`src/rtl/engine_pulse_bank_if.sv`:
```
// Control and status bundle between the engine-rev logic and the pulse bank.
// The master drives tick/enable/mode/length; the slave returns pulses and direction.
interface engine_pulse_bank_if #(
    parameter int CHANNELS = 2,
    parameter int LEN_W    = 16
);
    logic                      tick_en;
    logic [CHANNELS-1:0]       ch_enable;
    logic [CHANNELS-1:0]       mode;
    logic [CHANNELS*LEN_W-1:0] wave_length;
    logic [CHANNELS-1:0]       pulse_out;
    logic [CHANNELS-1:0]       dir_up;

    modport master (
        output tick_en, ch_enable, mode, wave_length,
        input  pulse_out, dir_up
    );

    modport slave (
        input  tick_en, ch_enable, mode, wave_length,
        output pulse_out, dir_up
    );
endinterface

```
`src/rtl/engine_pulse_bank.sv`:
```
// Bank of independent triangle/sawtooth sweep counters, each emitting a one-clock
// pulse when the tap bit below the counter's leading one rises.
module engine_pulse_bank #(
    parameter int CHANNELS    = 2,
    parameter int CNT_W       = 24,
    parameter int LEN_W       = 16,
    parameter int START_VALUE = 256,
    parameter int TAP_OFFSET  = 2
) (
    input  logic                clk,
    input  logic                rst_n,
    engine_pulse_bank_if.slave  bus
);
    localparam logic [CNT_W-1:0] START_CNT = CNT_W'(START_VALUE);

    generate
        for (genvar gi = 0; gi < CHANNELS; gi++) begin : g_ch
            logic [CNT_W-1:0] cnt_q, cnt_d;
            logic [LEN_W-1:0] len_q, len_d;
            logic             dir_q, dir_d;
            logic             armed_q, armed_d;
            logic             pulse_q, pulse_d;
            logic [CNT_W-1:0] top;
            logic [LEN_W-1:0] len_in;
            logic             upd;
            logic             tap;

            assign len_in = bus.wave_length[gi*LEN_W +: LEN_W];
            assign upd    = bus.tick_en & bus.ch_enable[gi];
            assign top    = START_CNT + {{(CNT_W-LEN_W){1'b0}}, len_q};

            // Last hit wins, so tap ends up referenced to the highest set bit.
            always_comb begin
                tap = 1'b0;
                for (int b = TAP_OFFSET; b < CNT_W; b++) begin
                    if (cnt_q[b]) begin
                        tap = cnt_q[b - TAP_OFFSET];
                    end
                end
            end

            always_comb begin
                cnt_d   = cnt_q;
                len_d   = len_q;
                dir_d   = dir_q;
                armed_d = armed_q;
                pulse_d = 1'b0;
                if (upd) begin
                    if (tap) begin
                        if (armed_q) begin
                            pulse_d = 1'b1;
                            armed_d = 1'b0;
                        end
                    end else begin
                        armed_d = 1'b1;
                    end

                    if (bus.mode[gi]) begin
                        dir_d = 1'b1;
                        if (cnt_q >= top) begin
                            cnt_d = START_CNT;
                            len_d = len_in;
                        end else begin
                            cnt_d = cnt_q + 1'b1;
                        end
                    end else if (dir_q) begin
                        // Turning down from START would undershoot the sweep floor.
                        if (cnt_q >= top && cnt_q > START_CNT) begin
                            dir_d = 1'b0;
                            cnt_d = cnt_q - 1'b1;
                        end else begin
                            cnt_d = cnt_q + 1'b1;
                        end
                    end else begin
                        if (cnt_q <= START_CNT) begin
                            dir_d = 1'b1;
                            cnt_d = cnt_q + 1'b1;
                            len_d = len_in;
                        end else begin
                            cnt_d = cnt_q - 1'b1;
                        end
                    end
                end
            end

            always_ff @(posedge clk or negedge rst_n) begin
                if (!rst_n) begin
                    cnt_q   <= START_CNT + 1'b1;
                    len_q   <= '0;
                    dir_q   <= 1'b1;
                    armed_q <= 1'b1;
                    pulse_q <= 1'b0;
                end else begin
                    cnt_q   <= cnt_d;
                    len_q   <= len_d;
                    dir_q   <= dir_d;
                    armed_q <= armed_d;
                    pulse_q <= pulse_d;
                end
            end

            assign bus.pulse_out[gi] = pulse_q;
            assign bus.dir_up[gi]    = dir_q;
        end
    endgenerate
endmodule

```
`src/flat_wrapper.sv`:
```
// flat-port wrapper written by rule: the top's interface ports become plain ports
module engine_pulse_bank_flat 
#(
    parameter int CHANNELS    = 2,
    parameter int CNT_W       = 24,
    parameter int LEN_W       = 16,
    parameter int START_VALUE = 256,
    parameter int TAP_OFFSET  = 2
)
  (clk, rst_n, bus_tick_en, bus_ch_enable, bus_mode, bus_wave_length, bus_pulse_out, bus_dir_up);
  engine_pulse_bank_if #(.CHANNELS(CHANNELS), .LEN_W(LEN_W)) bus_i ();
  input  logic clk;
  input  logic rst_n;
  input wire logic [$bits(bus_i.tick_en)-1:0] bus_tick_en;
  input wire logic [$bits(bus_i.ch_enable)-1:0] bus_ch_enable;
  input wire logic [$bits(bus_i.mode)-1:0] bus_mode;
  input wire logic [$bits(bus_i.wave_length)-1:0] bus_wave_length;
  output wire logic [$bits(bus_i.pulse_out)-1:0] bus_pulse_out;
  output wire logic [$bits(bus_i.dir_up)-1:0] bus_dir_up;
  assign bus_i.tick_en = bus_tick_en;
  assign bus_i.ch_enable = bus_ch_enable;
  assign bus_i.mode = bus_mode;
  assign bus_i.wave_length = bus_wave_length;
  assign bus_pulse_out = bus_i.pulse_out;
  assign bus_dir_up = bus_i.dir_up;
  engine_pulse_bank #(.CHANNELS(CHANNELS), .CNT_W(CNT_W), .LEN_W(LEN_W), .START_VALUE(START_VALUE), .TAP_OFFSET(TAP_OFFSET)) u_core (.clk(clk), .rst_n(rst_n), .bus(bus_i));
endmodule
```
`config.mk`:
```
export PLATFORM = sky130hd
export DESIGN_NAME = engine_pulse_bank_flat
export DESIGN_NICKNAME = d
export VERILOG_FILES = /design/src/rtl/engine_pulse_bank_if.sv /design/src/rtl/engine_pulse_bank.sv /design/src/flat_wrapper.sv
export SDC_FILE = /design/constraint.sdc
export NUM_CORES = 1
export LEC_CHECK = 0
export BUFFER_PORTS_ARGS = -buffer_cell sky130_fd_sc_hd__buf_2
export CORE_MARGIN = 2
export CORE_UTILIZATION = 60
export DETAILED_ROUTE_END_ITERATION = 7
export GPL_TIMING_DRIVEN = 0
export PLACE_DENSITY = 0.76
export SLEW_MARGIN = 40
export SYNTH_ARGS = -nofsm -noshare
export SYNTH_HDL_FRONTEND = slang
export SYNTH_SLANG_ARGS = --single-unit
```
`constraint.sdc`:
```
create_clock -name clk -period 7.7 [get_ports clk]
set_clock_uncertainty 0.1 [all_clocks]
set_input_delay 1.54 -clock clk [delete_from_list [all_inputs] [get_ports clk]]
set_output_delay 1.54 -clock clk [all_outputs]
set_load 0.03 [all_outputs]
```
==> results.md, run 1 <==
* Setup repair after global routing missed its margin: false
* Synth warn at 0
* Via count at ~6700
* Seq/Total Area, Yosys at a little under a third
* Core Region at 11400 sq um
* Hold crit path type: register to register
* Critical Path RT at around 7800 ps
* Crit path capture: u_core.g_ch[1].len_q[2]$_DFFE_PN0P_
* Pin count of the biggest net entering global routing at 52
* EDFF count, synth at 0
* Synthesized Nets at between 800 and 900
* Worst Path Buf+Inv at 1
* Most used DFF post-synth: dfrtp_1
* Post-route setup slack at around 3800 ps
* CTS sink cnt at 86
* Slew @ Worst Pin at approximately 800 ps
* Crit. End Element: register
* Leak at between 3 and 4 nW
* Worst-case clock buffer depth at 2
* Startpoint Class: register
* Number of vias per cell at about 6.6
* Post-Syn Instances at between 800 and 900
* Setup slack, reg-to-reg at between 3000 and 4000 ps
* DRT antenna net count at 0
* Starting DRT DRC Count at 488
* Proportion of layout cells with a drive suffix above 1 at a little under a fifth
* Number of cells after detailed placement at around 1000
* Synth Register Bits at 86
* Worst r2r dst: u_core.g_ch[1].len_q[2]$_DFFE_PN0P_
* Worst-path clk slew at about 70 ps
* DP Area at approximately 7500 sq um
* Final Max Tran Viols at 0
* DRC violations left at 0
* Starting Density at about three fifths
* Top delay family on crit path: simple AND/OR/NAND/NOR gates
* Port-buffer cells at between 40 and 50
* Layout Nets at between 900 and 1000
* WP data arrival at ~4000 ps
* Final WL at just under 20000 microns
* Area grow syn2layout at 10.8%
* CTS tree: built
* R2R depth at 14
* Detail Placement HPWL at around 14000 microns
* Final cell count without fillers at slightly above 1000
* Setup violations, final at 0
* Die Y at ~110 microns
* Routability congestion estimate at 0.955
* Hold buffers post-CTS at 0
* GR Overflow Total at 0
* Global-route wire length before repair at between 30000 and 40000 microns
* Total Power at 2.93 mW
* Die area at between 10000 and 15000 sq um
* Clock period minus worst slack at around 4000 ps
* Peak supply drop at around 0.23 mV
* CP max-delay cell: o21ai_1
* GRT Overall Usage at approximately 32%
* Power Dens Cells at ~380 nW/um^2
* N_diodes at 0
* Origin of the critical flop-to-flop path: u_core.g_ch[1].len_q[8]$_DFFE_PN0P_
* Class of the most critical setup path: register to register
* Total CTS buffers at 9
* Initial antenna violation count at 0
* Row count at 39
* Netlist cell types at 89
* CP Max Fanout at 10
* DR pass1 iterations at 5
* MaxCap Viol Count at 0
* Root buffer cell: clkbuf_16
* Max_slew headroom at 46.2%
* Fmax at between 200 and 300 MHz
* Clock Latency Late Sink at around 360 ps
* Die Width at 112 microns
* Top Ports at 43
* Critical-path cell list: ha_1, nand3_1, nor2_1, xnor2_1, ha_1, nand3_1, nor2_1, nand2_1, o21ai_1, and2_1, a21oi_1, nor2_2, buf_2, mux2_2
* Mean Syn Cell Area at about 8.7 sq um
* Final Instance Area at a little under 8000 sq um
* Post-synth ARST share at 100%
* Setup tns final at 0 ps
* Routed length per instance at a little under 20 microns
* Critical Path Stages at 14
* Post-Syn Area at 7030 sq um
* Slowest cell delay on critical path at between 500 and 600 ps
* Htree depth at 3
* Pre-CTS WS at between 3000 and 4000 ps
* Setup Buffers After CTS at 0
* CP Launch Point: u_core.g_ch[1].len_q[8]$_DFFE_PN0P_
* Final Hold Violating Endpoints at 0
* Post-CTS sizing at 0
* Tcrit/Tclk final at 50.6%
* Vias in the first global route at ~7000
* Status: finished, final reports clean
[registers in the layout (all words and copies together) (netlist names)]
register and cells:
u_core.g_ch.len_q 32, u_core.g_ch.pulse_q 2, u_core.g_ch.armed_q 2, u_core.g_ch.cnt_q 48, u_core.g_ch.dir_q 2
[final cells by class]
type,instances,area [sq um]
Fill cell,933,3620
Tap cell,143,179
Clock buffer,12,236
Sequential cell,86,2160
Inverter,38,143
Multi-Input combinational cell,627,4410
Clock inverter,4,95.1
Buffer,55,329
Timing Repair Buffer,43,244
[tightest hold or removal path, cell delays in order (launching register included)]
cell and delay, ps:
dfstp_2 370, nand2_1 40, o21ai_0 70
[placed cells by master (no fill, tap or decap), drive strengths merged, types with 8 or more instances in the layout]
cell | netlist | routed
or4 | 13 | 13
and2 | 9 | 9
nor4 | 16 | 16
a221oi | 9 | 9
nand2 | 60 | 60
a21oi | 55 | 55
a21o | 10 | 10
dfrtp | 78 | 78
xor2 | 8 | 8
mux2 | 34 | 34
nor2b | 14 | 14
a31oi | 12 | 12
mux2i | 12 | 12
or3 | 10 | 10
nor2 | 58 | 58
and3 | 15 | 15
clkbuf | 28 | 40
ha | 42 | 42
nor3 | 22 | 22
o21ai | 54 | 54
dfstp | 8 | 8
buf | 26 | 69
inv | 38 | 38
nand3 | 45 | 45
o22ai | 10 | 10
[worst min path at each step]
stage               cells past startpoint                            endpoint                               start  slack, ps
floorplan                               2    u_core.g_ch[1].dir_q$_DFFE_PN1P_    u_core.g_ch[1].dir_q$_DFFE_PN1P_        350
global placement                        2    u_core.g_ch[1].dir_q$_DFFE_PN1P_    u_core.g_ch[1].dir_q$_DFFE_PN1P_        370
detailed placement                      2  u_core.g_ch[1].armed_q$_DFFE_PN1P_  u_core.g_ch[1].armed_q$_DFFE_PN1P_        370
CTS                                     2  u_core.g_ch[1].armed_q$_DFFE_PN1P_  u_core.g_ch[1].armed_q$_DFFE_PN1P_        380
global route                            2    u_core.g_ch[1].dir_q$_DFFE_PN1P_    u_core.g_ch[1].dir_q$_DFFE_PN1P_        400
finish                                  2  u_core.g_ch[1].armed_q$_DFFE_PN1P_  u_core.g_ch[1].armed_q$_DFFE_PN1P_        380
[synthesized netlist by cell type, drive strengths merged, types with 9 or more instances]
cell type	count	area, sq um
o21ai	54	274
clkbuf	28	110
nand3	45	235
a21oi	55	287
and3	15	96.3
dfrtp	78	1950
nor2b	14	87.6
buf	26	210
or4	13	109
inv	38	143
and2	9	56.3
o22ai	10	62.6
or3	10	72.6
nand2	60	235
a31oi	12	90.1
mux2i	12	120
mux2	34	424
ha	42	526
nor2	58	220
nor3	22	121
nor4	16	128
a221oi	9	78.8
a21o	10	75.1
[stage by stage]
stage | utilization, % | hold slack, ps
6_report | 68.3 | 384
5_1_grt | 68.3 | 399
4_1_cts | 68.3 | 382
3_5_place_dp | 65.4 | 373
3_3_place_gp | 65.0 | 369
2_1_floorplan | - | 354
[layer usage]
metal	share of wire [%]	track usage [%]	vias up
met3	6.9	5.83	61
met1	39	37.8	3164
met5	0	0	-
met4	3.4	16.7	0
met2	51	56.6	314
li1	-	-	3122
[kinds of logic (layout without fill, tap and decap cells)]
logic type      after synthesis  in the layout  synth area share [%]
simple gates                297            297                  23.1
fa+ha+maj                    42             42                  7.47
xor+xnor                     14             14                  1.74
compound gates              228            228                  22.5
mux                          46             46                  7.74
flops                        86             86                  30.7
buf+inv                      93            152                  6.71
[power by group]
part | internal (mW) | total, mW | switching [mW]
Sequential | 0.631 | 0.831 | 0.200
Combinational | 0.661 | 1.59 | 0.928
Clock | 0.317 | 0.507 | 0.190
(Power assumes the default switching activity.)
==> inputs of run 2 (changes only) <==
clock period = 3.9 ns   (was 7.7 ns; I/O delays follow)
==> run 2 against run 1 <==
Effect of this change: sequential power increased by 97%; final cell count stayed put; maximum frequency is 5.0% higher; largest power group unchanged; highest routed layer unchanged.
==> results.md, run 2 (synthesis gave the netlist of run 1 again) <==
* Htree depth at 3
* Top reg by flops: u_core.g_ch.cnt_q
* Int Power at approximately 3.2 mW
* CTS tree: built
* Hold buffers post-CTS at 0
* CP Launch Point: u_core.g_ch[0].len_q[8]$_DFFE_PN0P_
* Fmax at ~270 MHz
* Die Width at roughly 110 microns
* Final WL at roughly 20000 microns
* CP Max Fanout at 10
* Routability congestion estimate at between 0.9 and 1
* Filler cells at just over 900
* Tcrit/Tclk final at around 95%
* Worst r2r dst: u_core.g_ch[0].cnt_q[7]$_DFFE_PN0P_
* Final Hold Violating Endpoints at 0
* Number of cells after detailed placement at ~1000
* Peak supply drop at approximately 0.46 mV
* Slowest cell delay on critical path at between 400 and 500 ps
* Class of the most critical setup path: register to register
* Area grow syn2layout at 11.1%
* Sw Pwr at around 2.6 mW
* Crit. End Element: register
* Proportion of layout cells with a drive suffix above 1 at approximately 18%
* Clock Latency Late Sink at 350 ps
* Core Region at 11400 sq um
* Startpoint Class: register
* Setup slack, reg-to-reg at 190 ps
* Sequential fraction of design power at between 20% and 30%
* Vias in the first global route at approximately 6800
* Largest registers: u_core.g_ch.cnt_q x48, u_core.g_ch.len_q x32
* Origin of the critical flop-to-flop path: u_core.g_ch[0].len_q[8]$_DFFE_PN0P_
* N_diodes at 0
* Layout Nets at roughly 940
* Root buffer cell: clkbuf_16
* Setup violations, final at 0
* Die Y at between 100 and 150 microns
* DRT antenna net count at 0
* GR Overflow Total at 0
* Final Instance Area at approximately 7800 sq um
* MaxCap Viol Count at 0
* Initial antenna violation count at 0
* Setup repair after global routing missed its margin: false
* Hold crit path type: input pin to asynchronous set/reset pin
* Max_slew headroom at 45.2%
* Die area at 12600 sq um
* DR pass1 iterations at 5
* CP max-delay cell: a2111o_1
* Total Power at around 5.8 mW
* DRC violations left at 0
* Setup tns final at 0 ps
* Critical Path RT at just over 4000 ps
* Largest register FFs at between 40 and 50
* Critical-path cell list: and4_1, nand4_1, xor2_1, ha_1, a21o_1, a2111o_1, a2111oi_4, or4_1, buf_2, buf_2, o221ai_1, a21o_1
* Global-route wire length before repair at roughly 33000 microns
* Slew @ Worst Pin at 816 ps
* Starting DRT DRC Count at around 480
* Row count at 39
* Pin count of the biggest net entering global routing at 52
* Clock period minus worst slack at about 3700 ps
* Worst-path clk slew at approximately 70 ps
* Top Ports at 43
* Final Max Tran Viols at 0
* DP Area at about 7500 sq um
* Detail Placement HPWL at about 14000 microns
* Worst Path Buf+Inv at 2
* Commonest non-fill, non-tap cell in the layout: dfrtp_1
* Status: finished, final reports clean
* WP data arrival at 3860 ps
* Critical Path Stages at 12
* Final cell count without fillers at 1008
* CTS sink cnt at 86
* Hold slack at 208 ps
* Via count at around 6700
* R2R depth at 12
* Crit path capture: u_core.g_ch[0].cnt_q[7]$_DFFE_PN0P_
* Top delay family on crit path: compound AO/OA/AOI/OAI gates
* Total CTS buffers at 9
* GRT Overall Usage at between 30% and 40%
* Worst-case clock buffer depth at 2
* Net Sw Frac at between 40% and 50%
* Number of vias per cell at between 6 and 7
* Port-buffer cells at between 40 and 50
* Routed length per instance at 19.4 microns
* Most frequent cells in the layout: dfrtp_1, nor2_1, nand2_1
* Power Dens Cells at 742 nW/um^2
* Combinational power share at between 50% and 60%
* Starting Density at roughly 60%
* Power share of the clock group at roughly 17%
* Leak at ~3.3 nW
==> run 2: cell count changes in the layout (fill, tap and decap cells not counted) <==
cell / before / now
nor2_4: 0 / 1
o21ai_1: 3 / 2
a2111oi_0: 5 / 4
o21ai_4: 0 / 1
a2111oi_1: 0 / 1
nor2_2: 1 / 0
==> run 2: final cells by class <==
type	instances	area, sq um	share of cell area, %
Clock inverter	4	95.1	1.22
Sequential cell	86	2160	27.7
Inverter	38	143	1.83
Tap cell	143	179	2.29
Multi-Input combinational cell	627	4420	56.6
Buffer	55	329	4.21
Clock buffer	12	236	3.03
Timing Repair Buffer	43	244	3.12
==> run 2: worst reg2reg max path, stage by stage (launching register included) <==
cell	delay [ps]
dfrtp_1	450
and4_1	250
nand4_1	120
xor2_1	170
ha_1	310
a21o_1	200
a2111o_1	480
a2111oi_4	450
or4_1	170
buf_2	220
buf_2	310
o221ai_1	180
a21o_1	200
==> run 2: routing by layer <==
layer,part of all wire [%],global-route usage [%],vias to the layer above
met5,0,0,-
met1,39,37.8,3175
met3,6.3,5.83,65
li1,-,-,3125
met2,51,56.6,308
met4,3.6,16.7,0
==> run 2: stage by stage <==
stage / setup WS (ps) / util [%]
after floorplan: 567 / -
after global placement: 86.9 / 65.0
after detailed placement: 13.4 / 65.4
after CTS: 158 / 68.3
after global routing: 50.1 / 68.4
final: 188 / 68.4
==> run 2: worst min-delay path by stage <==
stage / from / depth (start not counted) / endpoint / slack, ps
floorplan: u_core.g_ch[1].dir_q$_DFFE_PN1P_ / 2 / u_core.g_ch[1].dir_q$_DFFE_PN1P_ / 350
global placement: u_core.g_ch[1].dir_q$_DFFE_PN1P_ / 2 / u_core.g_ch[1].dir_q$_DFFE_PN1P_ / 370
detailed placement: u_core.g_ch[1].armed_q$_DFFE_PN1P_ / 2 / u_core.g_ch[1].armed_q$_DFFE_PN1P_ / 370
CTS: rst_n / 1 / u_core.g_ch[0].len_q[10]$_DFFE_PN0P_ / 220
global route: rst_n / 1 / u_core.g_ch[0].len_q[10]$_DFFE_PN0P_ / 230
finish: rst_n / 1 / u_core.g_ch[0].len_q[10]$_DFFE_PN0P_ / 210
==> run 2: repair_timing <==
item / CTS / global route
gates resized for setup: 1 / 3
endpoints found under the setup margin: 4 / 29
setup buffers: 0 / 0
==> run 2: power groups by stage <==
stage	Sequential [mW]	Clock, mW	Combinational, mW
after floorplan	1.50	0	2.39
after global placement	1.63	0	2.96
after detailed placement	1.64	0	3.07
after CTS	1.63	1.01	3.10
after global routing	1.68	1.05	3.48
final	1.64	0.999	3.15
==> inputs of run 3 (changes only) <==
ABC_AREA = 1   (was default)
PLACE_DENSITY = 0.75   (was 0.76)
==> run 3 against run 2 <==
Effect of this change: register-to-register slack improved by 60 ps; maximum frequency increased by 1.6%; sequential cell count unchanged; power decreased by 28%; combinational power decreased by 41%; critical path type unchanged; core utilization about the same; design area increased by 12%; critical endpoint is now u_core.g_ch[0].len_q[13]$_DFFE_PN0P_; sequential power decreased by 21%; setup slack improved by 59 ps; synthesized cell count increased by 49%; final cell count increased by 42%; highest routed layer unchanged; routed wire length increased by 15%.
==> results.md, run 3 <==
* Synthesized Nets at roughly 1300
* Int Power at 2.39 mW
* R2R depth at 12
* Net Sw Frac at between 40% and 50%
* Final Hold Violating Endpoints at 0
* Largest registers: u_core.g_ch.cnt_q x48, u_core.g_ch.len_q x32
* Most used DFF post-synth: dfrtp_1
* Setup Buffers After CTS at 0
* Starting Density at ~62%
* Netlist cell types at 50
* Peak supply drop at 0.457 mV
* Hold slack at between 200 and 250 ps
* Class of the most critical setup path: register to register
* MaxCap Viol Count at 0
* Power share of the clock group at 24.4%
* Synth Register Bits at between 80 and 90
* Combinational power share at 44.6%
* GRT Overall Usage at between 30% and 40%
* Sw Pwr at 1.78 mW
* Hold buffers post-CTS at 0
* Worst-case clock buffer depth at 2
* Initial antenna violation count at 0
* Status: finished, final reports clean
* Max_slew headroom at around 57%
* GR Overflow Total at 0
* Proportion of layout cells with a drive suffix above 1 at about an eighth
* CTS tree: built
* Slew @ Worst Pin at roughly 650 ps
* Worst-path clk slew at roughly 60 ps
* Via count at roughly 8100
* Power Dens Cells at between 400 and 500 nW/um^2
* Root buffer cell: clkbuf_16
* N_diodes at 0
* Commonest non-fill, non-tap cell in the layout: nand2_1
* Detail Placement HPWL at 17000 microns
* Post-Syn Area at around 7900 sq um
* Setup tns final at 0 ps
* Fmax at approximately 270 MHz
* Leak at approximately 4.4 nW
* EDFF count, synth at 0
* Synth area leaders: dfrtp_1, nand2_1, a21oi_1
* Die Y at 119 microns
* CP Launch Point: u_core.g_ch[0].len_q[8]$_DFFE_PN0P_
* Total CTS buffers at 9
* Setup violations, final at 0
* Seq/Total Area, Yosys at between 20% and 30%
* Origin of the critical flop-to-flop path: u_core.g_ch[0].len_q[8]$_DFFE_PN0P_
* Routed length per instance at 15.8 microns
* Commonest cells in the netlist: nand2_1, nor2_1, inv_1, a21oi_1, nand3_1
* DR pass1 iterations at 5
* CP Max Fanout at 10
* Startpoint Class: register
* Core Region at 12800 sq um
* Post-CTS sizing at 0
* Yosys top cell by area: dfrtp_1
* Pin count of the biggest net entering global routing at 52
* Post-Syn Instances at about 1200
* Row count at a little over 40
* Die Width at 119 microns
* Setup repair after global routing missed its margin: false
* Port-buffer cells at 42
* Critical Path RT at slightly above 4000 ps
* Die area at between 10000 and 15000 sq um
* Layout Nets at ~1300
* Mean Syn Cell Area at roughly 6.6 sq um
* Synth warn at 0
* Crit path capture: u_core.g_ch[0].len_q[13]$_DFFE_PN0P_
* Vias in the first global route at around 7400
* Share of the synthesized area in the top cell type at between 20% and 30%
* Final WL at 22600 microns
* Number of vias per cell at 5.67
* Setup slack, reg-to-reg at 250 ps
* WP data arrival at between 3000 and 4000 ps
* DRT antenna net count at 0
* Area grow syn2layout at 10.2%
* Global-route wire length before repair at 37500 microns
* Hold crit path type: input pin to asynchronous set/reset pin
* DRC violations left at 0
* Starting DRT DRC Count at 828
* Worst r2r dst: u_core.g_ch[0].len_q[13]$_DFFE_PN0P_
* Top reg by flops: u_core.g_ch.cnt_q
* Post-synth ARST share at between 90% and 100%
* Routability congestion estimate at 1.00
* Clock period minus worst slack at roughly 3700 ps
* Top Ports at 43
* Final Max Tran Viols at 0
* Largest register FFs at 48
* Sequential fraction of design power at a little under a third
* Count leader, synth: nand2_1
* Htree depth at 3
* Clock Latency Late Sink at 360 ps
* Tcrit/Tclk final at a little over nine tenths
* Most frequent cells in the layout: nand2_1, nor2_1, inv_1
* Crit. End Element: register
* CTS sink cnt at 86
* Total Power at 4.17 mW
[run 3: how the worst min path moves through the flow]
stage	startpoint	endpoint	slack, ps	depth (start not counted)
2_1_floorplan	u_core.g_ch[0].armed_q$_DFFE_PN1P_	u_core.g_ch[0].pulse_q$_DFF_PN0_	360	2
3_3_place_gp	u_core.g_ch[0].armed_q$_DFFE_PN1P_	u_core.g_ch[0].pulse_q$_DFF_PN0_	370	2
3_5_place_dp	u_core.g_ch[0].armed_q$_DFFE_PN1P_	u_core.g_ch[0].pulse_q$_DFF_PN0_	370	2
4_1_cts	rst_n	u_core.g_ch[0].len_q[10]$_DFFE_PN0P_	220	1
5_1_grt	rst_n	u_core.g_ch[0].len_q[7]$_DFFE_PN0P_	240	1
6_report	rst_n	u_core.g_ch[0].len_q[7]$_DFFE_PN0P_	210	1
[run 3: cells by family after synthesis]
family                   count (synthesis)  share of synthesized area [%]
flip-flops                              86                           27.3
adder cells (fa/ha/maj)                 42                           6.63
AND/OR/NAND/NOR                        563                           31.0
AO/OA/AOI/OAI                          222                           15.0
multiplexers                             8                           1.33
XOR/XNOR                                68                           7.51
buffers and inverters                  208                           11.3
[run 3: power groups by stage]
stage          logic [mW]  registers, mW  clock network [mW]
2_1_floorplan        1.42           1.22                   0
3_3_place_gp         1.77           1.29                   0
3_5_place_dp         1.81           1.30                   0
4_1_cts              1.83           1.29                1.04
5_1_grt              2.13           1.31                1.07
6_report             1.86           1.29                1.02
[run 3: worst max-delay path: stages, from the launching register on]
cell      delay [ps]
dfrtp_1          410
ha_1             210
nand3_1          110
nand3b_1         200
nand3b_1         270
ha_1             250
nor4_2           400
nand4_2          360
nor2_2           370
inv_2            130
nand2_2          230
buf_6            200
mux2_4           310
[run 3: stage by stage]
step | util (%) | cell area, sq um | worst slack [ps] | cells
5_1_grt | 68.4 | 8730 | 60.6 | 1428
3_5_place_dp | 65.6 | 8390 | 341 | 1412
3_3_place_gp | 65.4 | 8350 | 328 | 1411
2_1_floorplan | - | 7930 | 1090 | 1197
6_report | 68.4 | 8730 | 248 | 1428
4_1_cts | 68.4 | 8730 | 314 | 1428
[run 3: per-layer routing]
layer  wire [microns]  vias up  GRT usage (%)  share of wire (%)
li1                 -     4015              -                  -
met1            10300     3671           48.2                 46
met2             9540      389           48.5                 42
met3             2510       21           8.62                 11
met4              256        0           8.04                1.1
met5                0        -              0                  0
[run 3: area by class of cell]
type | instances | area [sq um]
fill | 1153 | 4040
sequential | 86 | 2160
buffer | 57 | 324
clock buffer | 10 | 229
timing repair buffer | 43 | 244
multi-input combinational | 903 | 4870
tap | 172 | 215
clock inverter | 6 | 118
inverter | 151 | 569
